--- src/rtl/pingpong_pkg.sv ---
// Shared types and sizes for the ping-pong buffer write side.
// Holds the filler state enum and the data/address widths.
package pingpong_pkg;

  localparam int DATA_WIDTH     = 32;
  localparam int BUF_ADDR_WIDTH = 9;
  localparam int HALF_DEPTH     = 256;
  localparam int IDLE_WIDTH     = 16;

  typedef enum logic [1:0] {
    FILL       = 2'd0,
    WAIT_DRAIN = 2'd1,
    SWITCH     = 2'd2
  } state_e;

endpackage

--- src/rtl/pingpong_idle_timer.sv ---
// Idle-cycle counter with clear, enable and terminal-count output.
// Ports: clock, reset (async low), clr, en in; tc out (LIMIT-th enabled cycle).
module pingpong_idle_timer
  import pingpong_pkg::*;
#(
  parameter int unsigned LIMIT = 1024
) (
  input  logic clock,
  input  logic reset,
  input  logic clr,
  input  logic en,
  output logic tc
);

  localparam logic [IDLE_WIDTH-1:0] TC_VAL = IDLE_WIDTH'(LIMIT - 1);

  logic [IDLE_WIDTH-1:0] cnt_q, cnt_d;

  always_comb begin
    cnt_d = cnt_q;
    if (clr)     cnt_d = '0;
    else if (en) cnt_d = cnt_q + 1'b1;
  end

  // tc fires during the LIMIT-th consecutive enabled cycle
  assign tc = en & ~clr & (cnt_q == TC_VAL);

  always_ff @(posedge clock or negedge reset) begin
    if (!reset) cnt_q <= '0;
    else        cnt_q <= cnt_d;
  end

endmodule

--- src/rtl/pingpong_filler.sv ---
// Write-side controller for the 2x256 ping-pong buffer: fills port A,
// closes blocks on full/inLast, pulses bufSwitch and waits for drainDone.
// Ports: clock, reset (async low); inValid/inData/inLast/inReady producer;
// bufAddress/bufWriteEnable/bufDataOut/bufSwitch buffer; drainDone,
// blockValid/blockWords consumer. Option: PINGPONG_FILLER_TIMEOUT_EN.
module pingpong_filler
  import pingpong_pkg::*;
#(
  parameter int unsigned BLOCK_WORDS    = 256,
  parameter int unsigned TIMEOUT_CYCLES = 1024
) (
  input  logic                      clock,
  input  logic                      reset,
  input  logic                      inValid,
  input  logic [DATA_WIDTH-1:0]     inData,
  input  logic                      inLast,
  output logic                      inReady,
  output logic [BUF_ADDR_WIDTH-1:0] bufAddress,
  output logic                      bufWriteEnable,
  output logic [DATA_WIDTH-1:0]     bufDataOut,
  output logic                      bufSwitch,
  input  logic                      drainDone,
  output logic                      blockValid,
  output logic [BUF_ADDR_WIDTH-1:0] blockWords
);

  localparam logic [8:0] LAST_CNT = 9'(BLOCK_WORDS);

  state_e                    state_q, state_d;
  logic [8:0]                count_q, count_d;
  logic                      we_q, we_d;
  logic [BUF_ADDR_WIDTH-1:0] addr_q, addr_d;
  logic [DATA_WIDTH-1:0]     data_q, data_d;
  logic                      sw_q, sw_d;
  logic                      bv_q, bv_d;
  logic [8:0]                bw_q, bw_d;

  logic       hs;
  logic       timeout;
  logic [8:0] count_inc;

  assign inReady   = (state_q == FILL);
  assign hs        = inValid & inReady;
  assign count_inc = count_q + 9'd1;

`ifdef PINGPONG_FILLER_TIMEOUT_EN
  logic idle_clr, idle_en;

  assign idle_clr = hs | (state_q != FILL);
  assign idle_en  = (state_q == FILL) & (count_q != 9'd0) & ~hs;

  pingpong_idle_timer #(
    .LIMIT (TIMEOUT_CYCLES)
  ) u_idle (
    .clock (clock),
    .reset (reset),
    .clr   (idle_clr),
    .en    (idle_en),
    .tc    (timeout)
  );
`else
  // never true for a legal TIMEOUT_CYCLES
  assign timeout = (TIMEOUT_CYCLES == 0);
`endif

  always_comb begin
    state_d = state_q;
    count_d = count_q;
    we_d    = hs;
    addr_d  = addr_q;
    data_d  = data_q;
    sw_d    = 1'b0;
    bv_d    = bv_q;
    bw_d    = bw_q;

    if (hs) begin
      addr_d  = {1'b0, count_q[7:0]};
      data_d  = inData;
      count_d = count_inc;
    end

    if (drainDone) bv_d = 1'b0;

    unique case (state_q)
      FILL: begin
        if ((hs & (inLast | (count_inc == LAST_CNT))) | timeout)
          state_d = WAIT_DRAIN;
      end
      WAIT_DRAIN: begin
        if (!bv_q) begin
          state_d = SWITCH;
          sw_d    = 1'b1;
        end
      end
      SWITCH: begin
        bv_d    = 1'b1;
        bw_d    = count_q;
        count_d = 9'd0;
        state_d = FILL;
      end
      default: state_d = FILL;
    endcase
  end

  always_ff @(posedge clock or negedge reset) begin
    if (!reset) begin
      state_q <= FILL;
      count_q <= '0;
      we_q    <= 1'b0;
      addr_q  <= '0;
      data_q  <= '0;
      sw_q    <= 1'b0;
      bv_q    <= 1'b0;
      bw_q    <= '0;
    end else begin
      state_q <= state_d;
      count_q <= count_d;
      we_q    <= we_d;
      addr_q  <= addr_d;
      data_q  <= data_d;
      sw_q    <= sw_d;
      bv_q    <= bv_d;
      bw_q    <= bw_d;
    end
  end

  assign bufWriteEnable = we_q;
  assign bufAddress     = addr_q;
  assign bufDataOut     = data_q;
  assign bufSwitch      = sw_q;
  assign blockValid     = bv_q;
  assign blockWords     = bw_q;

endmodule

--- config.mk ---
export PLATFORM = sky130hd
export DESIGN_NAME = pingpong_filler
export DESIGN_NICKNAME = d
export VERILOG_FILES = /design/src/rtl/pingpong_pkg.sv /design/src/rtl/pingpong_idle_timer.sv /design/src/rtl/pingpong_filler.sv
export SDC_FILE = /design/constraint.sdc
export NUM_CORES = 1
export LEC_CHECK = 0
export ABC_AREA = 1
export BUFFER_PORTS_ARGS = -buffer_cell sky130_fd_sc_hd__buf_4
export CORE_AREA = 5 5 76 78
export DETAILED_ROUTE_END_ITERATION = 16
export DIE_AREA = 0 0 81 83
export PLACE_DENSITY_LB_ADDON = 0.15
export SLEW_MARGIN = 10
export SYNTH_ARGS = -nofsm -noshare
export SYNTH_HDL_FRONTEND = slang
export SYNTH_SLANG_ARGS = --single-unit
--- constraint.sdc ---
create_clock -name clock -period 2.4 [get_ports clock]
set_input_delay 0.24 -clock clock [delete_from_list [all_inputs] [get_ports clock]]
set_output_delay 0.24 -clock clock [all_outputs]
set_load 0.01 [all_outputs]
==> results of run 1 <==
-- state kept, by name (all words and copies together), names as in the netlist --
signal and flops:
count_q 9, bufAddress 8, bufWriteEnable 1, bufDataOut 32
state_q 2, blockWords 9, bufSwitch 1, blockValid 1
-- power groups by stage --
| stage | registers [W] | logic, W | clock network (W) |
|---|---|---|---|
| CTS | 0.00182 | 0.00173 | 0.000898 |
| global route | 0.00188 | 0.00190 | 0.000959 |
| finish | 0.00181 | 0.00169 | 0.000873 |
| detailed placement | 0.00182 | 0.00173 | 0 |
| global placement | 0.00182 | 0.00168 | 0 |
| floorplan | 0.00198 | 0.000692 | 0 |
-- cell usage in the layout, fill, tap and decap left out --
cell type and instances:
sky130_fd_sc_hd__nand2_1 142, sky130_fd_sc_hd__buf_4 91, sky130_fd_sc_hd__dfrtp_1 63, sky130_fd_sc_hd__o21ai_0 24, sky130_fd_sc_hd__nor2_1 16, sky130_fd_sc_hd__inv_1 15
sky130_fd_sc_hd__clkbuf_8 10, sky130_fd_sc_hd__nand3_1 7, sky130_fd_sc_hd__nor2_2 3, sky130_fd_sc_hd__inv_2 3, sky130_fd_sc_hd__clkinv_2 3, sky130_fd_sc_hd__o21bai_1 2
sky130_fd_sc_hd__o22ai_1 2, sky130_fd_sc_hd__ha_1 2, sky130_fd_sc_hd__clkbuf_1 2, sky130_fd_sc_hd__xor2_1 1, sky130_fd_sc_hd__conb_1 1, sky130_fd_sc_hd__bufinv_16 1
-- how the worst max path moves through the flow --
stage	endpoint	start
2_1_floorplan	state_q[0]	count_q[0]
4_1_cts	bufDataOut[30]	state_q[0]
6_report	bufDataOut[30]	state_q[0]
3_3_place_gp	state_q[0]	count_q[0]
5_1_grt	bufDataOut[30]	state_q[0]
3_5_place_dp	bufDataOut[27]	state_q[0]
-- stage by stage --
stage	area, µm²	hold WS [ps]	instances	setup slack (ps)	util (%)
6_report	3440	-0.414	458	880	68.6
5_1_grt	3440	56.3	458	695	68.6
4_1_cts	3440	18.0	458	852	68.6
3_5_place_dp	3250	369	442	869	64.8
3_3_place_gp	3250	368	442	934	64.8
2_1_floorplan	2540	-55.6	292	1100	-
-- final cells by class --
type / count / area, µm² / area share [%]
sequential: 63 / 1580 / 45.9
multi-input combinational: 200 / 832 / 24.2
timing repair buffer: 91 / 683 / 19.9
clock buffer: 12 / 145 / 4.22
tap: 70 / 87.6 / 2.55
inverter: 18 / 67.6 / 1.97
clock inverter: 4 / 45.0 / 1.31
-- cells by family (layout without fill, tap and decap cells) --
kind of cell    Yosys count  count (layout)  share of synthesized area [%]
flops                    63              63                           62.1
xor+xnor                  1               1                          0.345
simple gates            168             168                           25.5
fa+ha+maj                 2               2                          0.985
compound gates           28              28                           5.81
buf+inv                  29             125                           5.17
other cells               1               1                          0.148
-- worst register-to-register path, delay by kind of cell, from the launching register on --
| family | cells | cell delay, ps |
|---|---|---|
| buf+inv | 2 | 570 |
| flops | 1 | 410 |
| simple gates | 4 | 490 |
-- metal layers --
| layer | global-route usage [%] | up-vias | share of wire, % |
|---|---|---|---|
| li1 | - | 1077 | - |
| met4 | 5.22 | 0 | 0.40 |
| met5 | 0 | - | 0 |
| met2 | 30.2 | 70 | 50 |
| met3 | 6.39 | 2 | 7.4 |
| met1 | 22.7 | 964 | 43 |
==> run_summary.xml, run 1 <==
<?xml version="1.0" encoding="UTF-8"?>
<metrics>
  <group name="timing">
    <metric name="worst_slew_margin_rel" unit="%">48.2</metric>
    <metric name="fmax" unit="GHz">0.658</metric>
    <metric name="tightest_slew" unit="ps">777</metric>
    <metric name="fin_hold_ws" unit="ps">-0.414</metric>
    <metric name="clock-skew-final" unit="ps">6.19</metric>
    <metric name="fin_tns_setup" unit="ps">0</metric>
    <metric name="final.min_clock_period" unit="ps">1520</metric>
    <metric name="finalCritPeriodShare" unit="%">63.3</metric>
    <metric name="finalSetupViolCount" unit="">0</metric>
    <metric name="number_of_max_slew_violations_in_the_final_report" unit="">0</metric>
    <metric name="grt_setup_unrepaired" unit="">false</metric>
    <metric name="finalHoldViolCount" unit="">1</metric>
  </group>
  <group name="yosys">
    <metric name="most_frequently_used_flop_master_after_synthesis" unit="">sky130_fd_sc_hd__dfrtp_1</metric>
    <metric name="synth_top_cells_by_area" unit="">sky130_fd_sc_hd__dfrtp_1 62%, sky130_fd_sc_hd__nand2_1 21%, sky130_fd_sc_hd__o21ai_0 4.7%</metric>
    <metric name="yosys_register_bits" unit="">63</metric>
    <metric name="synth-edff-count" unit="">0</metric>
    <metric name="async_reset_ff_share" unit="%">100</metric>
    <metric name="synth_top_cell_area_share" unit="%">62.1</metric>
    <metric name="postSynthCellCount" unit="">292</metric>
    <metric name="synth_warnings" unit="">0</metric>
    <metric name="synth_commonest_cells" unit="">142 x sky130_fd_sc_hd__nand2_1, 63 x sky130_fd_sc_hd__dfrtp_1, 24 x sky130_fd_sc_hd__o21ai_0</metric>
    <metric name="cell_with_the_most_instances_after_synthesis" unit="">sky130_fd_sc_hd__nand2_1</metric>
    <metric name="synth-seq-area-share" unit="%">62.1</metric>
    <metric name="post_synth.cell_area_avg" unit="µm²">8.70</metric>
    <metric name="syn_area" unit="µm²">2540</metric>
    <metric name="synth_cell_types" unit="">17</metric>
    <metric name="mapped_nets" unit="">331</metric>
    <metric name="yosys.area.top_type" unit="">sky130_fd_sc_hd__dfrtp_1</metric>
  </group>
  <group name="floorplanning">
    <metric name="floorplan.rows" unit="">26</metric>
    <metric name="core_box_area" unit="µm²">5010</metric>
    <metric name="die_h" unit="µm">83</metric>
    <metric name="design.die.area" unit="µm²">6720</metric>
    <metric name="die_width" unit="µm">81</metric>
    <metric name="initial_standard_cell_utilization_of_the_core" unit="%">50.7</metric>
    <metric name="boundary_pin_count" unit="">91</metric>
  </group>
  <group name="place">
    <metric name="portBuffers" unit="">89</metric>
    <metric name="gp_routability_congestion" unit="">0.845</metric>
    <metric name="place_hpwl" unit="µm">4020</metric>
  </group>
  <group name="power">
    <metric name="power.total" unit="W">0.00437</metric>
    <metric name="total_leakage_power" unit="nW">1.88</metric>
    <metric name="clockPowerShare" unit="%">20.0</metric>
    <metric name="internal_power" unit="W">0.00280</metric>
    <metric name="share_seq_of_total_power" unit="%">41.5</metric>
    <metric name="pwr-share-comb" unit="%">38.6</metric>
    <metric name="net_switching_power" unit="W">0.00157</metric>
    <metric name="vdd_ir_drop_max" unit="V">0.000652</metric>
    <metric name="p_sw_share" unit="%">36.0</metric>
    <metric name="power-per-cell-area" unit="nW/µm²">1270</metric>
  </group>
  <group name="critical_path">
    <metric name="critical_path.reg2reg.startpoint" unit="">state_q[0]</metric>
    <metric name="crit_path_end_kind" unit="">flip-flop</metric>
    <metric name="crit_fanout" unit="">30</metric>
    <metric name="critPathTopFamily" unit="">buffers and inverters</metric>
    <metric name="critPathMaxStageDelay" unit="ps">410</metric>
    <metric name="cp_required" unit="ps">2660</metric>
    <metric name="cp_num_buf_inv" unit="">2</metric>
    <metric name="critical-path-top-cell-by-count" unit="">sky130_fd_sc_hd__nand2_1</metric>
    <metric name="critical_path_class" unit="">flip-flop to flip-flop</metric>
    <metric name="crit_path_cell_trace" unit="">nor2_2, nand2_1, inv_2, buf_4, nand2_1, nand2_1</metric>
    <metric name="critical-path-slowest-cell" unit="">sky130_fd_sc_hd__dfrtp_1</metric>
    <metric name="r2r_setup_slack" unit="ps">880</metric>
    <metric name="worstPathArrival" unit="ps">1780</metric>
    <metric name="critical_path.startpoint_type" unit="">flip-flop</metric>
    <metric name="cp_num_cells" unit="">6</metric>
    <metric name="worst_r2r_endpoint" unit="">bufDataOut[30]</metric>
    <metric name="worstRegToRegCells" unit="">6</metric>
  </group>
  <group name="clock_tree">
    <metric name="number_of_buffers_inserted_during_clock_tree_synthesis" unit="">9</metric>
    <metric name="clockRootBuffer" unit="">sky130_fd_sc_hd__clkbuf_8</metric>
    <metric name="clock_sinks" unit="">63</metric>
    <metric name="ctsLongestPathBuffers" unit="">2</metric>
    <metric name="clkTransAtPathRegs" unit="ps">70</metric>
    <metric name="post_cts.repair.setup_buffers" unit="">0</metric>
    <metric name="cts_max_level" unit="">3</metric>
    <metric name="post_cts_resized" unit="">0</metric>
    <metric name="tritoncts" unit="">yes</metric>
    <metric name="clkLatencyLatePin" unit="ps">320</metric>
    <metric name="post_cts_hold_buffer_count" unit="">0</metric>
  </group>
  <group name="outcome">
    <metric name="status" unit="">complete, but fails checks</metric>
    <metric name="failed_checks" unit="">negative hold slack</metric>
  </group>
  <group name="global_routing">
    <metric name="wire_length_of_the_first_global_routing_pass" unit="µm">9660</metric>
    <metric name="global_route.usage.total" unit="%">18.4</metric>
    <metric name="grt_remaining_overflow" unit="">0</metric>
    <metric name="grt_max_degree" unit="">64</metric>
    <metric name="antenna_violations_before_repair" unit="">0</metric>
    <metric name="via_count_of_the_first_global_routing_pass" unit="">2149</metric>
  </group>
  <group name="job">
    <metric name="cap_viol_max_count" unit="">0</metric>
  </group>
  <group name="layout">
    <metric name="layout.nets" unit="">422</metric>
    <metric name="antenna-diode-count" unit="">0</metric>
    <metric name="fillerInstances" unit="">453</metric>
    <metric name="syn_to_final_growth" unit="%">35.3</metric>
    <metric name="layout-drive-gt1-share" unit="%">28.6</metric>
  </group>
  <group name="drt">
    <metric name="drt_first_iter_violations" unit="">79</metric>
    <metric name="route.detailed.vias_per_inst" unit="">4.61</metric>
    <metric name="routedWlPerCell" unit="µm">12.5</metric>
    <metric name="finalWirelength" unit="µm">5700</metric>
    <metric name="drc" unit="">0</metric>
    <metric name="detail-route-antenna-nets" unit="">0</metric>
    <metric name="drt_first_pass_iters" unit="">4</metric>
    <metric name="route.vias.total" unit="">2113</metric>
  </group>
  <group name="hold_path">
    <metric name="min-delay-path-class" unit="">input port to async pin</metric>
  </group>
</metrics>
Note: power is estimated with default switching activity, not from simulation.
==> run 2, diff against run 1 <==
--- a/config.mk
+++ b/config.mk
@@ -5,11 +5,11 @@
 export SDC_FILE = /design/constraint.sdc
 export NUM_CORES = 1
 export LEC_CHECK = 0
-export ABC_AREA = 1
+export ABC_AREA = 0
 export BUFFER_PORTS_ARGS = -buffer_cell sky130_fd_sc_hd__buf_4
-export CORE_AREA = 5 5 76 78
+export CORE_AREA = 5 5 79 81
 export DETAILED_ROUTE_END_ITERATION = 16
-export DIE_AREA = 0 0 81 83
+export DIE_AREA = 0 0 84 86
 export PLACE_DENSITY_LB_ADDON = 0.15
 export SLEW_MARGIN = 10
 export SYNTH_ARGS = -nofsm -noshare
==> constraint.sdc (replaced) <==
create_clock -name clock -period 1.5 [get_ports clock]
set_input_delay 0.15 -clock clock [delete_from_list [all_inputs] [get_ports clock]]
set_output_delay 0.15 -clock clock [all_outputs]
set_load 0.01 [all_outputs]
==> run 2 against run 1 <==
The run now ends clean. Fmax up 6.1%. Utilization grew 2.4 points. Sequential cell count unchanged. Power grew 39%. Register-to-register slack got worse by 810 ps. Synthesized cell count is 4.1% lower. Synthesized area up 4.6%. Combinational power grew 28%. Cell count rose by 2.8%. Via count grew 8.1%. Sequential power rose by 35%. Clock power up 66%. Largest power group unchanged.
==> run_summary.xml, run 2 <==
<?xml version="1.0" encoding="UTF-8"?>
<metrics>
  <group name="drt">
    <metric name="drt_first_iter_violations" unit="">89</metric>
    <metric name="route.detailed.vias_per_inst" unit="">4.85</metric>
    <metric name="detail-route-antenna-nets" unit="">0</metric>
    <metric name="routedWlPerCell" unit="µm">13.9</metric>
    <metric name="route.vias.total" unit="">2284</metric>
    <metric name="drc" unit="">0</metric>
    <metric name="drt_first_pass_iters" unit="">4</metric>
    <metric name="finalWirelength" unit="µm">6530</metric>
  </group>
  <group name="layout">
    <metric name="syn_to_final_growth" unit="%">44.4</metric>
    <metric name="layout.nets" unit="">433</metric>
    <metric name="ff_latch_area" unit="µm²">1580</metric>
    <metric name="antenna-diode-count" unit="">0</metric>
    <metric name="area_taken_by_multi_input_logic_gates" unit="µm²">970</metric>
    <metric name="layout-drive-gt1-share" unit="%">34.8</metric>
    <metric name="largest_reg_flops" unit="">32</metric>
    <metric name="commonest_non_fill_non_tap_cells_in_the_layout" unit="">128 x sky130_fd_sc_hd__nand2_1, 104 x sky130_fd_sc_hd__buf_4, 63 x sky130_fd_sc_hd__dfrtp_1</metric>
    <metric name="most_common_cell_after_layout_fill_and_taps_aside" unit="">sky130_fd_sc_hd__nand2_1</metric>
    <metric name="fillerInstances" unit="">436</metric>
    <metric name="final-instance-count-excl-fill" unit="">471</metric>
  </group>
  <group name="timing">
    <metric name="finalSetupViolCount" unit="">0</metric>
    <metric name="fmax" unit="GHz">0.698</metric>
    <metric name="finalCritPeriodShare" unit="%">95.5</metric>
    <metric name="grt_setup_unrepaired" unit="">false</metric>
    <metric name="fin_hold_ws" unit="ps">11.3</metric>
    <metric name="final.min_clock_period" unit="ps">1430</metric>
    <metric name="number_of_max_slew_violations_in_the_final_report" unit="">0</metric>
    <metric name="finalHoldViolCount" unit="">0</metric>
    <metric name="worst_slack" unit="ps">67.4</metric>
    <metric name="clock-skew-final" unit="ps">6.98</metric>
  </group>
  <group name="critical_path">
    <metric name="crit_path_end_kind" unit="">flip-flop</metric>
    <metric name="critical_path_class" unit="">flip-flop to flip-flop</metric>
    <metric name="critical-path-slowest-cell" unit="">sky130_fd_sc_hd__or3b_4</metric>
    <metric name="r2r_setup_slack" unit="ps">70</metric>
    <metric name="cp_num_cells" unit="">5</metric>
    <metric name="critical-path-top-cell-by-count" unit="">sky130_fd_sc_hd__o21ai_1</metric>
    <metric name="worstPathArrival" unit="ps">1680</metric>
    <metric name="timing.critical_path.from" unit="">state_q[1]</metric>
    <metric name="critPathMaxStageDelay" unit="ps">460</metric>
    <metric name="cp_num_buf_inv" unit="">1</metric>
    <metric name="critical_path.reg2reg.startpoint" unit="">state_q[1]</metric>
    <metric name="worstRegToRegCells" unit="">5</metric>
    <metric name="crit_fanout" unit="">12</metric>
    <metric name="critical_path.endpoint" unit="">count_q[6]</metric>
    <metric name="worst_r2r_endpoint" unit="">count_q[6]</metric>
    <metric name="critical_path.startpoint_type" unit="">flip-flop</metric>
    <metric name="cp_required" unit="ps">1750</metric>
    <metric name="crit_path_cell_trace" unit="">or3b_4, buf_4, a31oi_1, o21ai_1, o21ai_1</metric>
    <metric name="critPathTopFamily" unit="">simple AND/OR/NAND/NOR gates</metric>
  </group>
  <group name="yosys">
    <metric name="synth_top_cell_area_share" unit="%">59.3</metric>
    <metric name="most_frequently_used_flop_master_after_synthesis" unit="">sky130_fd_sc_hd__dfrtp_1</metric>
    <metric name="syn_area" unit="µm²">2660</metric>
    <metric name="synth_cell_types" unit="">37</metric>
    <metric name="yosys.area.top_type" unit="">sky130_fd_sc_hd__dfrtp_1</metric>
    <metric name="synth-edff-count" unit="">0</metric>
    <metric name="cell_with_the_most_instances_after_synthesis" unit="">sky130_fd_sc_hd__nand2_1</metric>
    <metric name="yosys_register_bits" unit="">63</metric>
    <metric name="mapped_nets" unit="">319</metric>
    <metric name="synth_top_cells_by_area" unit="">sky130_fd_sc_hd__dfrtp_1 59%, sky130_fd_sc_hd__nand2_1 18%, sky130_fd_sc_hd__mux2_2 3.4%</metric>
    <metric name="async_reset_ff_share" unit="%">100</metric>
    <metric name="synth_warnings" unit="">0</metric>
    <metric name="post_synth.cell_area_avg" unit="µm²">9.49</metric>
    <metric name="postSynthCellCount" unit="">280</metric>
    <metric name="synth-seq-area-share" unit="%">59.3</metric>
    <metric name="synth_commonest_cells" unit="">128 x sky130_fd_sc_hd__nand2_1, 63 x sky130_fd_sc_hd__dfrtp_1, 8 x sky130_fd_sc_hd__mux2_2, 8 x sky130_fd_sc_hd__o21ai_1, 7 x sky130_fd_sc_hd__clkbuf_1</metric>
  </group>
  <group name="power">
    <metric name="vdd_ir_drop_max" unit="V">0.000997</metric>
    <metric name="power.total" unit="W">0.00607</metric>
    <metric name="power-per-cell-area" unit="nW/µm²">1580</metric>
    <metric name="total_leakage_power" unit="nW">2.05</metric>
  </group>
  <group name="clock_tree">
    <metric name="clock_sinks" unit="">63</metric>
    <metric name="number_of_buffers_inserted_during_clock_tree_synthesis" unit="">9</metric>
    <metric name="clockRootBuffer" unit="">sky130_fd_sc_hd__clkbuf_8</metric>
    <metric name="clkTransAtPathRegs" unit="ps">70</metric>
    <metric name="cts_max_level" unit="">3</metric>
    <metric name="tritoncts" unit="">yes</metric>
    <metric name="clkLatencyLatePin" unit="ps">330</metric>
    <metric name="ctsLongestPathBuffers" unit="">2</metric>
  </group>
  <group name="floorplanning">
    <metric name="die_width" unit="µm">84</metric>
    <metric name="floorplan.rows" unit="">27</metric>
    <metric name="design.die.area" unit="µm²">7220</metric>
    <metric name="initial_standard_cell_utilization_of_the_core" unit="%">49.2</metric>
    <metric name="core_box_area" unit="µm²">5410</metric>
    <metric name="boundary_pin_count" unit="">91</metric>
    <metric name="die_h" unit="µm">86</metric>
  </group>
  <group name="global_routing">
    <metric name="global_route.usage.total" unit="%">18.8</metric>
    <metric name="grt_busiest_layer" unit="">met2</metric>
    <metric name="grt.met1_usage" unit="%">20.6</metric>
    <metric name="grt_use_met2" unit="%">33.7</metric>
    <metric name="met3_usage" unit="%">6.05</metric>
    <metric name="wire_length_of_the_first_global_routing_pass" unit="µm">10900</metric>
    <metric name="grt_max_degree" unit="">39</metric>
    <metric name="grt_remaining_overflow" unit="">0</metric>
    <metric name="antenna_violations_before_repair" unit="">0</metric>
    <metric name="via_count_of_the_first_global_routing_pass" unit="">2418</metric>
  </group>
  <group name="place">
    <metric name="dp.cells" unit="">440</metric>
    <metric name="place_hpwl" unit="µm">4620</metric>
    <metric name="preCtsSetupSlack" unit="ps">-50.8</metric>
    <metric name="gp_routability_congestion" unit="">0.809</metric>
    <metric name="portBuffers" unit="">89</metric>
  </group>
  <group name="hold_path">
    <metric name="timing.hold.worst.start" unit="">inData[27]</metric>
    <metric name="min-delay-path-class" unit="">input port to flip-flop</metric>
  </group>
  <group name="job">
    <metric name="cap_viol_max_count" unit="">0</metric>
  </group>
  <group name="outcome">
    <metric name="status" unit="">finished clean</metric>
  </group>
</metrics>
-- run 2: cell types whose count changed after synthesis, sizes merged, moves of 3 or more --
cell    delta
o21ai     -10
buf        +5
mux2       +8
a21oi      +4
clkbuf     +3
nor2      -14
inv       -15
and3       +4
nand2     -14
and2       +3
-- run 2: final cells by class --
type / count / share of cell area [%]
flip-flops and latches: 63 / 41.1
repair buffers: 122 / 25.8
multi-input cells: 195 / 25.3
clock buffers: 11 / 3.68
well taps: 72 / 2.35
clock inverters: 5 / 1.50
inverters: 3 / 0.293
-- run 2: through the flow --
stage / util, % / TNS [ps] / area (µm²)
floorplan: - / 0 / 2660
global placement: 64.3 / -25.1 / 3470
detailed placement: 64.3 / -300 / 3470
CTS: 70.6 / 0 / 3810
global route: 71.0 / 0 / 3840
finish: 71.0 / 0 / 3840
-- run 2: worst min path at each step --
stage                     end  slack (ps)  cells past startpoint
2_1_floorplan      blockValid        -150                      0
3_3_place_gp    bufDataOut[0]         150                      1
3_5_place_dp    bufDataOut[0]         150                      1
4_1_cts         bufDataOut[0]           2                      3
5_1_grt        bufDataOut[27]           5                      3
6_report       bufDataOut[27]          10                      3
-- run 2: routing by layer --
metal	up-vias	part of all wire, %
li1	1130	-
met1	1083	42
met2	65	51
met3	6	6.0
met4	0	1.1
met5	-	0
-- run 2: cell families after synthesis --
group,count (synthesis),share of synthesized area [%]
muxes,8,3.39
and+or+nand+nor,153,23.8
adders and majority gates,2,0.941
DFF,63,59.3
xor gates and xnor gates,1,0.330
AOI/OAI and AO/OA,30,7.25
other,1,0.141
buffers and inverters,22,4.85
-- run 2: tightest hold or removal path, cell delays in order --
cell	delay (ps)
sky130_fd_sc_hd__buf_4	70
sky130_fd_sc_hd__nand2_1	40
sky130_fd_sc_hd__nand2_1	50
-- run 2: what timing repair did --
item | in CTS | in global routing
gates resized for setup | 1 | 4
hold buffers | 14 | 0
hold endpoints to repair | 50 | 0
setup buffers | 0 | 1
setup endpoints to repair | 41 | 2
pin swaps | 0 | 1
-- run 2: report_power, final --
part           switching, W  internal [W]
clock              0.000642      0.000810
combinational       0.00109       0.00108
sequential         0.000281       0.00217
==> run 3, diff against run 2 <==
--- a/config.mk
+++ b/config.mk
@@ -5,11 +5,11 @@
 export SDC_FILE = /design/constraint.sdc
 export NUM_CORES = 1
 export LEC_CHECK = 0
-export ABC_AREA = 0
+export ABC_AREA = 1
 export BUFFER_PORTS_ARGS = -buffer_cell sky130_fd_sc_hd__buf_4
-export CORE_AREA = 5 5 79 81
+export CORE_AREA = 5 5 78 80
 export DETAILED_ROUTE_END_ITERATION = 16
-export DIE_AREA = 0 0 84 86
+export DIE_AREA = 0 0 83 85
 export PLACE_DENSITY_LB_ADDON = 0.15
 export SLEW_MARGIN = 10
 export SYNTH_ARGS = -nofsm -noshare
==> run 3 against run 2 <==
Clock skew fell by 1.4 ps. Count of clock-buffer cells in the layout rose by 1. Combinational power rose by 31%. Sequential cell count did not move. Cell count fell by 0.85%. Setup slack improved by 39 ps. Hold slack improved by 3.2 ps. Wire length fell by 12%. Largest cell class unchanged. Highest routed layer unchanged.
==> run_summary.xml, run 3 (synthesis gave the netlist of run 1 again) <==
<?xml version="1.0" encoding="UTF-8"?>
<metrics>
  <group name="global_routing">
    <metric name="grt_use_met2" unit="%">27.2</metric>
    <metric name="grt_remaining_overflow" unit="">0</metric>
    <metric name="grt_busiest_layer" unit="">met2</metric>
    <metric name="wire_length_of_the_first_global_routing_pass" unit="µm">9700</metric>
    <metric name="grt.met1_usage" unit="%">20.9</metric>
    <metric name="via_count_of_the_first_global_routing_pass" unit="">2180</metric>
    <metric name="met3_usage" unit="%">5.83</metric>
    <metric name="antenna_violations_before_repair" unit="">0</metric>
    <metric name="global_route.usage.total" unit="%">17.0</metric>
    <metric name="grt_max_degree" unit="">36</metric>
  </group>
  <group name="critical_path">
    <metric name="crit_path_end_kind" unit="">flip-flop</metric>
    <metric name="cp_required" unit="ps">1760</metric>
    <metric name="worstPathArrival" unit="ps">1650</metric>
    <metric name="r2r_setup_slack" unit="ps">110</metric>
    <metric name="critical_path.startpoint_type" unit="">flip-flop</metric>
    <metric name="crit_fanout" unit="">3</metric>
    <metric name="critical_path_class" unit="">flip-flop to flip-flop</metric>
  </group>
  <group name="power">
    <metric name="vdd_ir_drop_max" unit="V">0.00108</metric>
    <metric name="total_leakage_power" unit="nW">1.89</metric>
    <metric name="power-per-cell-area" unit="nW/µm²">1980</metric>
  </group>
  <group name="timing">
    <metric name="fin_hold_ws" unit="ps">14.5</metric>
    <metric name="finalHoldViolCount" unit="">0</metric>
    <metric name="fin_tns_setup" unit="ps">0</metric>
    <metric name="final.min_clock_period" unit="ps">1390</metric>
    <metric name="number_of_max_slew_violations_in_the_final_report" unit="">0</metric>
    <metric name="grt_setup_unrepaired" unit="">false</metric>
    <metric name="fmax" unit="GHz">0.718</metric>
    <metric name="finalSetupViolCount" unit="">0</metric>
    <metric name="clock-skew-final" unit="ps">5.62</metric>
    <metric name="finalCritPeriodShare" unit="%">92.9</metric>
  </group>
  <group name="clock_tree">
    <metric name="number_of_buffers_inserted_during_clock_tree_synthesis" unit="">9</metric>
    <metric name="clkTransAtPathRegs" unit="ps">60</metric>
    <metric name="ctsLongestPathBuffers" unit="">2</metric>
    <metric name="cts_max_level" unit="">3</metric>
    <metric name="clkLatencyLatePin" unit="ps">320</metric>
    <metric name="tritoncts" unit="">yes</metric>
    <metric name="post_cts.repair.setup_buffers" unit="">0</metric>
    <metric name="clock_sinks" unit="">63</metric>
    <metric name="clockRootBuffer" unit="">sky130_fd_sc_hd__clkbuf_8</metric>
  </group>
  <group name="layout">
    <metric name="layout.nets" unit="">429</metric>
    <metric name="post-route-util" unit="%">65.5</metric>
    <metric name="largest_reg_flops" unit="">32</metric>
    <metric name="syn_to_final_growth" unit="%">37.7</metric>
    <metric name="fillerInstances" unit="">471</metric>
    <metric name="layout-drive-gt1-share" unit="%">30.1</metric>
    <metric name="commonest_non_fill_non_tap_cells_in_the_layout" unit="">141 x sky130_fd_sc_hd__nand2_1, 96 x sky130_fd_sc_hd__buf_4, 63 x sky130_fd_sc_hd__dfrtp_1</metric>
    <metric name="most_common_cell_after_layout_fill_and_taps_aside" unit="">sky130_fd_sc_hd__nand2_1</metric>
    <metric name="antenna-diode-count" unit="">0</metric>
  </group>
  <group name="floorplanning">
    <metric name="die_h" unit="µm">85</metric>
    <metric name="boundary_pin_count" unit="">91</metric>
    <metric name="die_width" unit="µm">83</metric>
    <metric name="design.die.area" unit="µm²">7060</metric>
    <metric name="initial_standard_cell_utilization_of_the_core" unit="%">47.6</metric>
    <metric name="core_box_area" unit="µm²">5340</metric>
    <metric name="floorplan.rows" unit="">27</metric>
  </group>
  <group name="drt">
    <metric name="route.vias.total" unit="">2127</metric>
    <metric name="detail-route-antenna-nets" unit="">0</metric>
    <metric name="drc" unit="">0</metric>
    <metric name="routedWlPerCell" unit="µm">12.3</metric>
    <metric name="route.detailed.vias_per_inst" unit="">4.55</metric>
    <metric name="drt_first_pass_iters" unit="">4</metric>
    <metric name="drt_first_iter_violations" unit="">115</metric>
    <metric name="finalWirelength" unit="µm">5730</metric>
  </group>
  <group name="place">
    <metric name="gp_routability_congestion" unit="">0.904</metric>
    <metric name="place_hpwl" unit="µm">4140</metric>
    <metric name="portBuffers" unit="">89</metric>
  </group>
  <group name="hold_path">
    <metric name="min-delay-path-class" unit="">input port to flip-flop</metric>
  </group>
  <group name="job">
    <metric name="cap_viol_max_count" unit="">0</metric>
  </group>
  <group name="outcome">
    <metric name="status" unit="">finished clean</metric>
  </group>
</metrics>
-- run 3: final timing paths --
kind / start / endpoint / cells after the start
min reg2reg: bufDataOut[9] / bufDataOut[9] / 2
max reg2reg: count_q[0] / state_q[0] / 11
max: count_q[0] / state_q[0] / 11
max in group asynchronous: reset / bufDataOut[11] / 3
min in group asynchronous: reset / bufDataOut[12] / 2
min: drainDone / blockValid / 2
-- run 3: area by class of cell --
type                    instances  area (µm²)  share of cell area, %
well taps                      72        90.1                   2.58
clock buffers                  12         135                   3.86
multi-input cells             200         855                   24.4
flip-flops and latches         63        1580                   45.1
repair buffers                 98         751                   21.5
clock inverters                 4        22.5                  0.644
inverters                      18        67.6                   1.93
-- run 3: power by group --
| part | leakage [nW] | internal (W) | switching [W] |
|---|---|---|---|
| Combinational | 1.01 | 0.00133 | 0.00152 |
| Sequential | 0.803 | 0.00244 | 0.000455 |
| Clock | 0.0801 | 0.000592 | 0.000600 |
-- run 3: worst max-delay path, stage by stage (launching register included) --
cell                      delay, ps
sky130_fd_sc_hd__dfrtp_1        390
sky130_fd_sc_hd__ha_4           160
sky130_fd_sc_hd__nand2_2         70
sky130_fd_sc_hd__nor2_4         130
sky130_fd_sc_hd__nand2_1         60
sky130_fd_sc_hd__nand2_1         60
sky130_fd_sc_hd__nand2_1         60
sky130_fd_sc_hd__nor2_1         150
sky130_fd_sc_hd__nand3_1         90
sky130_fd_sc_hd__nand2_1         60
sky130_fd_sc_hd__nand2_1         40
sky130_fd_sc_hd__nand2_1         50
-- run 3: per-layer routing --
layer,vias up,wire [µm]
met5,-,0
met4,0,102
met3,10,437
met2,59,2700
met1,966,2490
li1,1092,-
-- run 3: repair_timing --
action | CTS | global route
hold buffers | 1 | 0
hold endpoints to repair | 28 | 0
setup endpoints to repair | 0 | 1
resized for setup | 0 | 5
-- run 3: per-stage QoR --
| stage | area, µm² | total power (W) | instances | worst slack, ps |
|---|---|---|---|---|
| 3_5_place_dp | 3310 | 0.00576 | 450 | 116 |
| 4_1_cts | 3470 | 0.00700 | 467 | 104 |
| 3_3_place_gp | 3310 | 0.00569 | 450 | 194 |
| 5_1_grt | 3500 | 0.00754 | 467 | 7.14 |
| 2_1_floorplan | 2540 | 0.00427 | 292 | 199 |
| 6_report | 3500 | 0.00693 | 467 | 106 |
